## src/rtl/commit_mem_read_refillseq.sv

```systemverilog
// Refill sequencer: one line refill as an 8-beat wrapping read burst,
// forwarding each returned word with its offset into the update buffer.
//
// Ports:
//   clk, reset          clock, async active-high reset
//   req_valid/ready     refill request handshake, req_addr = miss address
//   m_ar*               burst address channel (m_araddr word aligned)
//   m_r*                read data channel (m_rlast, m_rerr per beat)
//   wea, dina_addr/data update-buffer write port, s_full = backpressure
//   busy, done, err     status to commit logic (err valid with done)
module commit_mem_read_refillseq #(
  parameter bit WRAP_EN = 1'b1
) (
  input  logic        clk,
  input  logic        reset,
  input  logic        req_valid,
  output logic        req_ready,
  input  logic [31:0] req_addr,
  output logic        m_arvalid,
  input  logic        m_arready,
  output logic [31:0] m_araddr,
  input  logic        m_rvalid,
  output logic        m_rready,
  input  logic [31:0] m_rdata,
  input  logic        m_rlast,
  input  logic        m_rerr,
  output logic        wea,
  output logic [31:0] dina_addr,
  output logic [31:0] dina_data,
  input  logic        s_full,
  output logic        busy,
  output logic        done,
  output logic        err
);

  typedef enum logic [1:0] {
    IDLE,
    ADDR,
    DATA,
    DONE
  } state_t;

  state_t      state;
  state_t      state_nx;
  logic [26:0] line;
  logic [2:0]  off;
  logic [3:0]  cnt;
  logic        errf;

  logic acc;
  logic last_cnt;
  logic term;
  logic beat_err;

  logic unused_addr_lsb;
  assign unused_addr_lsb = ^req_addr[1:0];

  assign acc      = (state == DATA) & m_rvalid & ~s_full;
  assign last_cnt = (cnt == 4'd7);
  assign term     = acc & (m_rlast | last_cnt);
  // rlast must coincide exactly with the 8th beat
  assign beat_err = m_rerr | (m_rlast ^ last_cnt);

  always_ff @(posedge clk or posedge reset) begin
    if (reset) state <= IDLE;
    else       state <= state_nx;
  end

  always_comb begin
    state_nx  = state;
    req_ready = 1'b0;
    m_arvalid = 1'b0;
    m_araddr  = 32'd0;
    m_rready  = 1'b0;
    wea       = 1'b0;
    dina_addr = 32'd0;
    dina_data = 32'd0;
    busy      = 1'b1;
    done      = 1'b0;
    err       = 1'b0;
    unique case (state)
      IDLE: begin
        req_ready = 1'b1;
        busy      = 1'b0;
        if (req_valid) state_nx = ADDR;
      end
      ADDR: begin
        m_arvalid = 1'b1;
        m_araddr  = {line, off, 2'b00};
        if (m_arready) state_nx = DATA;
      end
      DATA: begin
        m_rready = ~s_full;
        if (acc) begin
          wea       = 1'b1;
          dina_addr = {line, off, 2'b00};
          dina_data = m_rdata;
        end
        if (term) state_nx = DONE;
      end
      DONE: begin
        done     = 1'b1;
        err      = errf;
        state_nx = IDLE;
      end
      default: state_nx = IDLE;
    endcase
  end

  always_ff @(posedge clk or posedge reset) begin
    if (reset) begin
      line <= 27'd0;
      off  <= 3'd0;
      cnt  <= 4'd0;
      errf <= 1'b0;
    end else begin
      if (state == IDLE && req_valid) begin
        line <= req_addr[31:5];
        off  <= WRAP_EN ? req_addr[4:2] : 3'd0;
        cnt  <= 4'd0;
        errf <= 1'b0;
      end else if (acc) begin
        off <= off + 3'd1;
        cnt <= cnt + 4'd1;
        if (beat_err) errf <= 1'b1;
      end
    end
  end

endmodule

```

## config.mk

```make
export PLATFORM = sky130hd
export DESIGN_NAME = commit_mem_read_refillseq
export DESIGN_NICKNAME = d
export VERILOG_FILES = /design/src/rtl/commit_mem_read_refillseq.sv
export SDC_FILE = /design/constraint.sdc
export NUM_CORES = 1
export LEC_CHECK = 0
export ABC_CLOCK_PERIOD_IN_PS = 2550
export CAP_MARGIN = 20
export CORE_MARGIN = 4
export CORE_UTILIZATION = 50
export CTS_CLUSTER_SIZE = 30
export DETAILED_ROUTE_END_ITERATION = 10
export DONT_BUFFER_PORTS = 1
export PLACE_DENSITY = 0.64
export SLEW_MARGIN = 10
export SYNTH_ARGS = -nofsm -noshare
export SYNTH_HDL_FRONTEND = slang
export SYNTH_SLANG_ARGS = --single-unit
```

## constraint.sdc

```tcl
create_clock -name clk -period 2.55 [get_ports clk]
set_clock_uncertainty 0.15 [all_clocks]
set_input_delay 0.255 -clock clk [delete_from_list [all_inputs] [get_ports clk]]
set_output_delay 0.255 -clock clk [all_outputs]
set_load 0.1 [all_outputs]
```

==> flow_summary.json, run 1 <==
{
  "die_w_um": 75.30,
  "post_cts_buffers": 0,
  "status": "did not finish",
  "yosysSeqAreaShare_pct": 40.88,
  "yosys.area.top_type": "dfrtp_1",
  "synth-edff-count": 0,
  "portBuffers": 0,
  "ctsHoldBuffers": 29,
  "hpwl_mm": 7.051,
  "post_cts_resized": 3,
  "failed_stage": "clock tree synthesis (4_1_cts)",
  "synth_ff_type": "dfrtp_1",
  "fp.dieH_um": 75.30,
  "synth_most_common_cell": "and2_1",
  "synth_seq_cells": 37,
  "cts_buffers": 5,
  "synth_commonest_cells": "94 x and2_1, 88 x nand2_1, 37 x dfrtp_1",
  "ioPinCount": 175,
  "synth_area_um2": 2265,
  "clk_path_buf_depth": 2,
  "start_util_pct": 51.66,
  "htree_levels": 2,
  "yosysTopAreaCellShare_pct": 40.88,
  "yosysUniqueCellTypes": 25,
  "cts_root_buffer": "clkbuf_8",
  "yosysWarningCount": 0,
  "postSynthAreaPerCell_um2": 7.918,
  "stop_error": "[ERROR DPL-0038] Utilization greater than 100%, impossible to legalize",
  "synthArstFlopShare_pct": 100.0,
  "place_congestion": 0.7752,
  "placementRows": 24,
  "synth.area.top_cells": "dfrtp_1 41%, and2_1 26%, nand2_1 15%, ha_1 4.4%, clkbuf_1 2.7%",
  "cts.sinks": 37,
  "syn_inst": 286
}
## metrics by stage
stage          cell area, um^2  hold slack (ns)  std cells  util [%]  setup slack [ns]
2_1_floorplan             2315           0.2104        289         -           -0.1966
3_3_place_gp              4230           0.1290        424     96.49            0.4242
3_5_place_dp              4230           0.1305        424     96.49            0.2888
## logic make-up after synthesis
logic type	count (synthesis)	share of synthesized area [%]
and+or+nand+nor	194	43.81
buffers and inverters	30	5.690
xor gates and xnor gates	4	1.547
other	1	0.1656
DFF	37	40.88
muxes	1	0.4972
adders and majority gates	8	4.420
AOI/OAI and AO/OA	11	2.984
==> run 2, diff against run 1 <==
--- a/config.mk
+++ b/config.mk
@@ -8,11 +8,10 @@
 export ABC_CLOCK_PERIOD_IN_PS = 2550
 export CAP_MARGIN = 20
 export CORE_MARGIN = 4
-export CORE_UTILIZATION = 50
-export CTS_CLUSTER_SIZE = 30
+export CORE_UTILIZATION = 35
 export DETAILED_ROUTE_END_ITERATION = 10
 export DONT_BUFFER_PORTS = 1
-export PLACE_DENSITY = 0.64
+export PLACE_DENSITY_LB_ADDON = 0.15
 export SLEW_MARGIN = 10
 export SYNTH_ARGS = -nofsm -noshare
 export SYNTH_HDL_FRONTEND = slang
==> flow_summary.json, run 2 <==
{
  "ioPinCount": 175,
  "max_cap_violations": 0,
  "largest_register": "line",
  "clk_pin_slew_ns": 0.08,
  "clk_path_buf_depth": 2,
  "cts_tree": "done",
  "yosysUniqueCellTypes": 25,
  "first_pass_iters": 4,
  "htree_levels": 2,
  "largest_reg_flops": 27,
  "cts.sinks": 37,
  "crit_type": "reg -> out",
  "rsz0062_at_grt": "false",
  "hold_viol_final": 0,
  "cp_max_fo": 21,
  "grt-ovfl-total": 0,
  "setup_slack_ns": 0.1343,
  "crit_required_ns": 2.14,
  "largestRegisters": "line x27, cnt x4, off x3",
  "drive_above_1_share_pct": 35.35,
  "cts_buffers": 5,
  "setup_violations": 0,
  "crit_chain": "inv_1 > ha_1 > nand3b_1 > inv_2 > buf_4 > and2_1 > buf_12",
  "setup_tns_ns": 0,
  "fin_crit_sh_pct": 94.74,
  "synth_ff_type": "dfrtp_1",
  "coreArea_um2": 6314,
  "vias_per_cell": 4.678,
  "hpwl_mm": 5.547,
  "areaGrowthSynthToFinish_pct": 109.1,
  "drt_iter0_drc": 60,
  "insertedDiodeCount": 0,
  "grt_pass1_vias": 2331,
  "start_kind": "flop",
  "status": "finished clean",
  "synth_commonest_cells": "94 x and2_1, 88 x nand2_1, 37 x dfrtp_1",
  "grt_pass1_wl_mm": 11.20,
  "fmax_mhz": 414.0,
  "postSynthAreaPerCell_um2": 7.918,
  "power_leakage_nw": 2.204,
  "grt_max_degree": 48,
  "worst_slew_pin_slew_ns": 0.5669,
  "synthArstFlopShare_pct": 100.0,
  "drc": 0,
  "post-place-ws_ns": 0.2947,
  "insertion_delay_ns": 0.29,
  "power.total_mw": 5.535,
  "antenna_found_initial": 0,
  "final_util_pct": 74.99,
  "die_w_um": 88.44,
  "portBuffers": 0,
  "yosys.area.top_type": "dfrtp_1",
  "synth.area.top_cells": "dfrtp_1 41%, and2_1 26%, nand2_1 15%, ha_1 4.4%, clkbuf_1 2.7%",
  "synth_area_um2": 2265,
  "fp.dieH_um": 88.44,
  "cp_slowest_stage_delay_ns": 0.42,
  "end_kind": "primary output",
  "slew_violations": 0,
  "place_congestion": 0.7654,
  "dieArea_um2": 7822,
  "arrival_ns": 2.01,
  "nets": 492,
  "hp-class": "in -> reg",
  "yosysSeqAreaShare_pct": 40.88,
  "wl_mm": 7.305,
  "grtUsageTotal_pct": 18.36,
  "layout_commonest_cell": "buf_12",
  "slew-limit-headroom_pct": 62.21,
  "period_minus_slack_ns": 2.416,
  "drtAntennaViolNets": 0,
  "placementRows": 29,
  "vias": 2292,
  "yosysWarningCount": 0,
  "synth_most_common_cell": "and2_1",
  "layout_common_cells": "94 x buf_12, 88 x nand2_1, 66 x and2_1, 37 x dfrtp_1, 30 x dlygate4sd3_1",
  "peakVddDrop_mv": 0.9091,
  "wl_per_cell_um": 14.91,
  "yosysTopAreaCellShare_pct": 40.88,
  "synth-edff-count": 0,
  "start_util_pct": 35.87,
  "cts_root_buffer": "clkbuf_8",
  "synth_seq_cells": 37,
  "p_per_area_nw_per_um2": 1169,
  "syn_inst": 286,
  "slowest_stage": "dfrtp_1"
}
==> run 2: cell counts after synthesis <==
Identical to the previous run, type by type.
==> run 2: timing repair <==
action | CTS | global route
hold endpoints to repair | 66 | 0
setup buffers | 0 | 2
hold buffers | 30 | 0
gates resized for setup | 0 | 0
endpoints found under the setup margin | 0 | 62
==> run 2: cells by family (layout without fill, tap and decap cells) <==
| logic type | after synthesis | count (layout) | synth area share (%) |
|---|---|---|---|
| buf+inv | 30 | 154 | 5.690 |
| flops | 37 | 37 | 40.88 |
| mux | 1 | 1 | 0.4972 |
| compound gates | 11 | 11 | 2.984 |
| simple gates | 194 | 194 | 43.81 |
| other cells | 1 | 4 | 0.1656 |
| xor+xnor | 4 | 4 | 1.547 |
| fa+ha+maj | 8 | 8 | 4.420 |
==> run 2: through the flow <==
| stage | cells | hold slack [ns] | area, um^2 |
|---|---|---|---|
| after global placement | 450 | 0.1440 | 4282 |
| after global routing | 490 | 0.002455 | 4735 |
| after detailed placement | 450 | 0.1487 | 4282 |
| final | 490 | 0.003449 | 4735 |
| after CTS | 488 | 0.003273 | 4720 |
| after floorplan | 289 | 0.2104 | 2315 |
==> run 2: path summary, 6_finish.rpt <==
check,cells after the start,slack (ns),startpoint,to
max,7,0.13,state[0],dina_addr[31]
min,2,0.003,req_addr[3],off[1]
max reg2reg,6,0.31,cnt[0],state[1]
min reg2reg,2,0.33,line[14],line[14]
max in group asynchronous,3,1.52,reset,cnt[2]
min in group asynchronous,3,0.38,reset,line[6]
==> run 2: cell type report <==
| type | count | area (um^2) |
|---|---|---|
| sequential | 37 | 925.9 |
| clock buffer | 5 | 68.82 |
| timing repair buffer | 137 | 2280 |
| multi-input combinational | 222 | 1261 |
| fill | 435 | 1579 |
| tap | 77 | 96.34 |
| inverter | 9 | 33.78 |
| clock inverter | 3 | 68.82 |
==> run 2: layer usage <==
metal | vias to the layer above | GRT usage (%) | part of all wire, %
met5 | - | 0 | 0
li1 | 1114 | - | -
met3 | 4 | 6.890 | 11
met4 | 0 | 3.571 | 0.49
met2 | 124 | 33.85 | 53
met1 | 1050 | 20.16 | 36
==> run 2: critical path: cells and delay by family (launching register included) <==
kind,cells,cell delay [ns]
adder cells (fa/ha/maj),1,0.26
AND/OR/NAND/NOR,2,0.37
buffers and inverters,4,0.65
flip-flops,1,0.42
==> run 2: power by group <==
group	total (mW)	internal, mW	leakage (nW)	switching (mW)
Combinational	3.89	1.25	1.67	2.64
Sequential	1.03	0.849	0.465	0.179
Clock	0.615	0.394	0.0687	0.221
Total	5.53	2.50	2.20	3.04
No activity file was read; power rests on OpenSTA's default activity.
==> run 3, diff against run 2 <==
--- a/config.mk
+++ b/config.mk
@@ -5,13 +5,12 @@
 export SDC_FILE = /design/constraint.sdc
 export NUM_CORES = 1
 export LEC_CHECK = 0
-export ABC_CLOCK_PERIOD_IN_PS = 2550
-export CAP_MARGIN = 20
+export ABC_CLOCK_PERIOD_IN_PS = 3000
 export CORE_MARGIN = 4
 export CORE_UTILIZATION = 35
 export DETAILED_ROUTE_END_ITERATION = 10
 export DONT_BUFFER_PORTS = 1
-export PLACE_DENSITY_LB_ADDON = 0.15
+export PLACE_DENSITY_LB_ADDON = 0.2
 export SLEW_MARGIN = 10
 export SYNTH_ARGS = -nofsm -noshare
 export SYNTH_HDL_FRONTEND = slang
==> constraint.sdc (replaced) <==
create_clock -name clk -period 3 [get_ports clk]
set_clock_uncertainty 0.15 [all_clocks]
set_input_delay 0.3 -clock clk [delete_from_list [all_inputs] [get_ports clk]]
set_output_delay 0.3 -clock clk [all_outputs]
set_load 0.1 [all_outputs]
==> flow_summary.json, run 3 (synthesized netlist as in run 2, its figures left out) <==
{
  "status": "finished clean",
  "hold_viol_final": 0,
  "start_util_pct": 35.87,
  "peakVddDrop_mv": 0.6260,
  "switching_share_pct": 61.59,
  "grt-ovfl-total": 0,
  "coreArea_um2": 6314,
  "dr_wl_met2_mm": 3.433,
  "setup_slack_ns": 0.2372,
  "cts_root_buffer": "clkbuf_8",
  "grtUsageTotal_pct": 17.11,
  "hpwl_mm": 4.918,
  "setup_tns_ns": 0,
  "first_pass_iters": 4,
  "p_per_area_nw_per_um2": 1142,
  "grt_pass1_vias": 2162,
  "cts_tree": "done",
  "crit_required_ns": 2.55,
  "seqPwrFrac_pct": 22.1,
  "grt_pass1_wl_mm": 10.41,
  "areaGrowthSynthToFinish_pct": 53.59,
  "fmax_mhz": 362.0,
  "drtAntennaViolNets": 0,
  "placementRows": 29,
  "power.total_mw": 3.973,
  "fin_hold_ws_ns": 0.04183,
  "placed_area_um2": 3075,
  "final_area_um2": 3478,
  "die_w_um": 88.44,
  "post-place-ws_ns": 0.4867,
  "fin_crit_sh_pct": 92.09,
  "fp.dieH_um": 88.44,
  "power_leakage_nw": 1.889,
  "slew_violations": 0,
  "place_congestion": 0.7612,
  "vias": 2196,
  "hp-class": "in -> reg",
  "antenna_found_initial": 0,
  "setup_violations": 0,
  "max_cap_violations": 0,
  "arrival_ns": 2.31,
  "htree_levels": 2,
  "dp_cells": 449,
  "cts.sinks": 37,
  "final_util_pct": 55.09,
  "insertedDiodeCount": 0,
  "clk_pin_slew_ns": 0.08,
  "drive_above_1_share_pct": 28.05,
  "portBuffers": 0,
  "cts_buffers": 5,
  "vias_per_cell": 4.509,
  "pwr-share-comb_pct": 68.3,
  "largest_register": "line",
  "wl_per_cell_um": 13.68,
  "period_minus_slack_ns": 2.763,
  "ioPinCount": 175,
  "drt_iter0_drc": 68,
  "drc": 0,
  "grt_max_degree": 45,
  "dieArea_um2": 7822,
  "largestRegisters": "line x27, cnt x4, off x3",
  "end_kind": "primary output",
  "layout_common_cells": "103 x buf_4, 94 x and2_1, 88 x nand2_1, 37 x dfrtp_1, 30 x dlygate4sd3_1",
  "power.internal_mw": 1.526,
  "dr_wl_met3_um": 426,
  "instances_no_fill": 487,
  "cp_max_fo": 44,
  "crit_type": "reg -> out",
  "nets": 489,
  "rsz0062_at_grt": "false",
  "p_sw_mw": 2.447,
  "layout_commonest_cell": "buf_4",
  "largest_reg_flops": 27,
  "top_layer": "met4",
  "clkPwrFrac_pct": 9.5,
  "nFillCells": 582,
  "start_kind": "flop",
  "insertion_delay_ns": 0.28,
  "wl_mm": 6.661,
  "wl_met1_mm": 2.744,
  "clk_path_buf_depth": 2
}
## run 3: final timing paths
kind | depth (start not counted) | startpoint | slack (ns) | end
max | 7 | state[0] | 0.24 | dina_data[13]
min | 2 | req_addr[3] | 0.04 | off[1]
max reg2reg | 6 | cnt[0] | 0.84 | state[1]
min reg2reg | 2 | line[4] | 0.34 | line[4]
max in group asynchronous | 3 | reset | 1.93 | cnt[0]
min in group asynchronous | 3 | reset | 0.42 | line[11]
## run 3: repair_timing
action,4_1_cts,5_1_grt
endpoints found under the hold margin,66,0
resized for setup,0,1
buffers inserted,0,0
hold buffers,30,0
endpoints found under the setup margin,0,24
## run 3: area by class of cell
type	instances	area (um^2)	area share, %
Tap cell	77	96.34	2.770
Timing Repair Buffer	134	1094	31.44
Multi-Input combinational cell	222	1226	35.25
Inverter	9	35.03	1.007
Sequential cell	37	925.9	26.62
Clock buffer	7	96.34	2.770
Clock inverter	1	5.005	0.1439
## run 3: worst max-delay path, stage by stage, from the launching register on
cell and delay [ns]:
dfrtp_1 0.41, inv_1 0.10, ha_1 0.27, nand3b_1 0.21, clkinv_2 0.32, buf_12 0.27, and2_1 0.19, buf_4 0.23
## run 3: power by group through the flow
stage	sequential, mW	combinational [mW]	clock, mW
after floorplan	0.835	2.22	0
after detailed placement	0.887	2.70	0
after CTS	0.881	2.74	0.395
after global routing	0.921	2.87	0.417
after global placement	0.879	2.67	0
final	0.880	2.71	0.379
## run 3: routing by layer
metal  track usage [%]  vias up
li1                  -     1104
met1             20.56     1016
met2             30.32       69
met3             3.538        7
met4             5.907        0
met5                 0        -
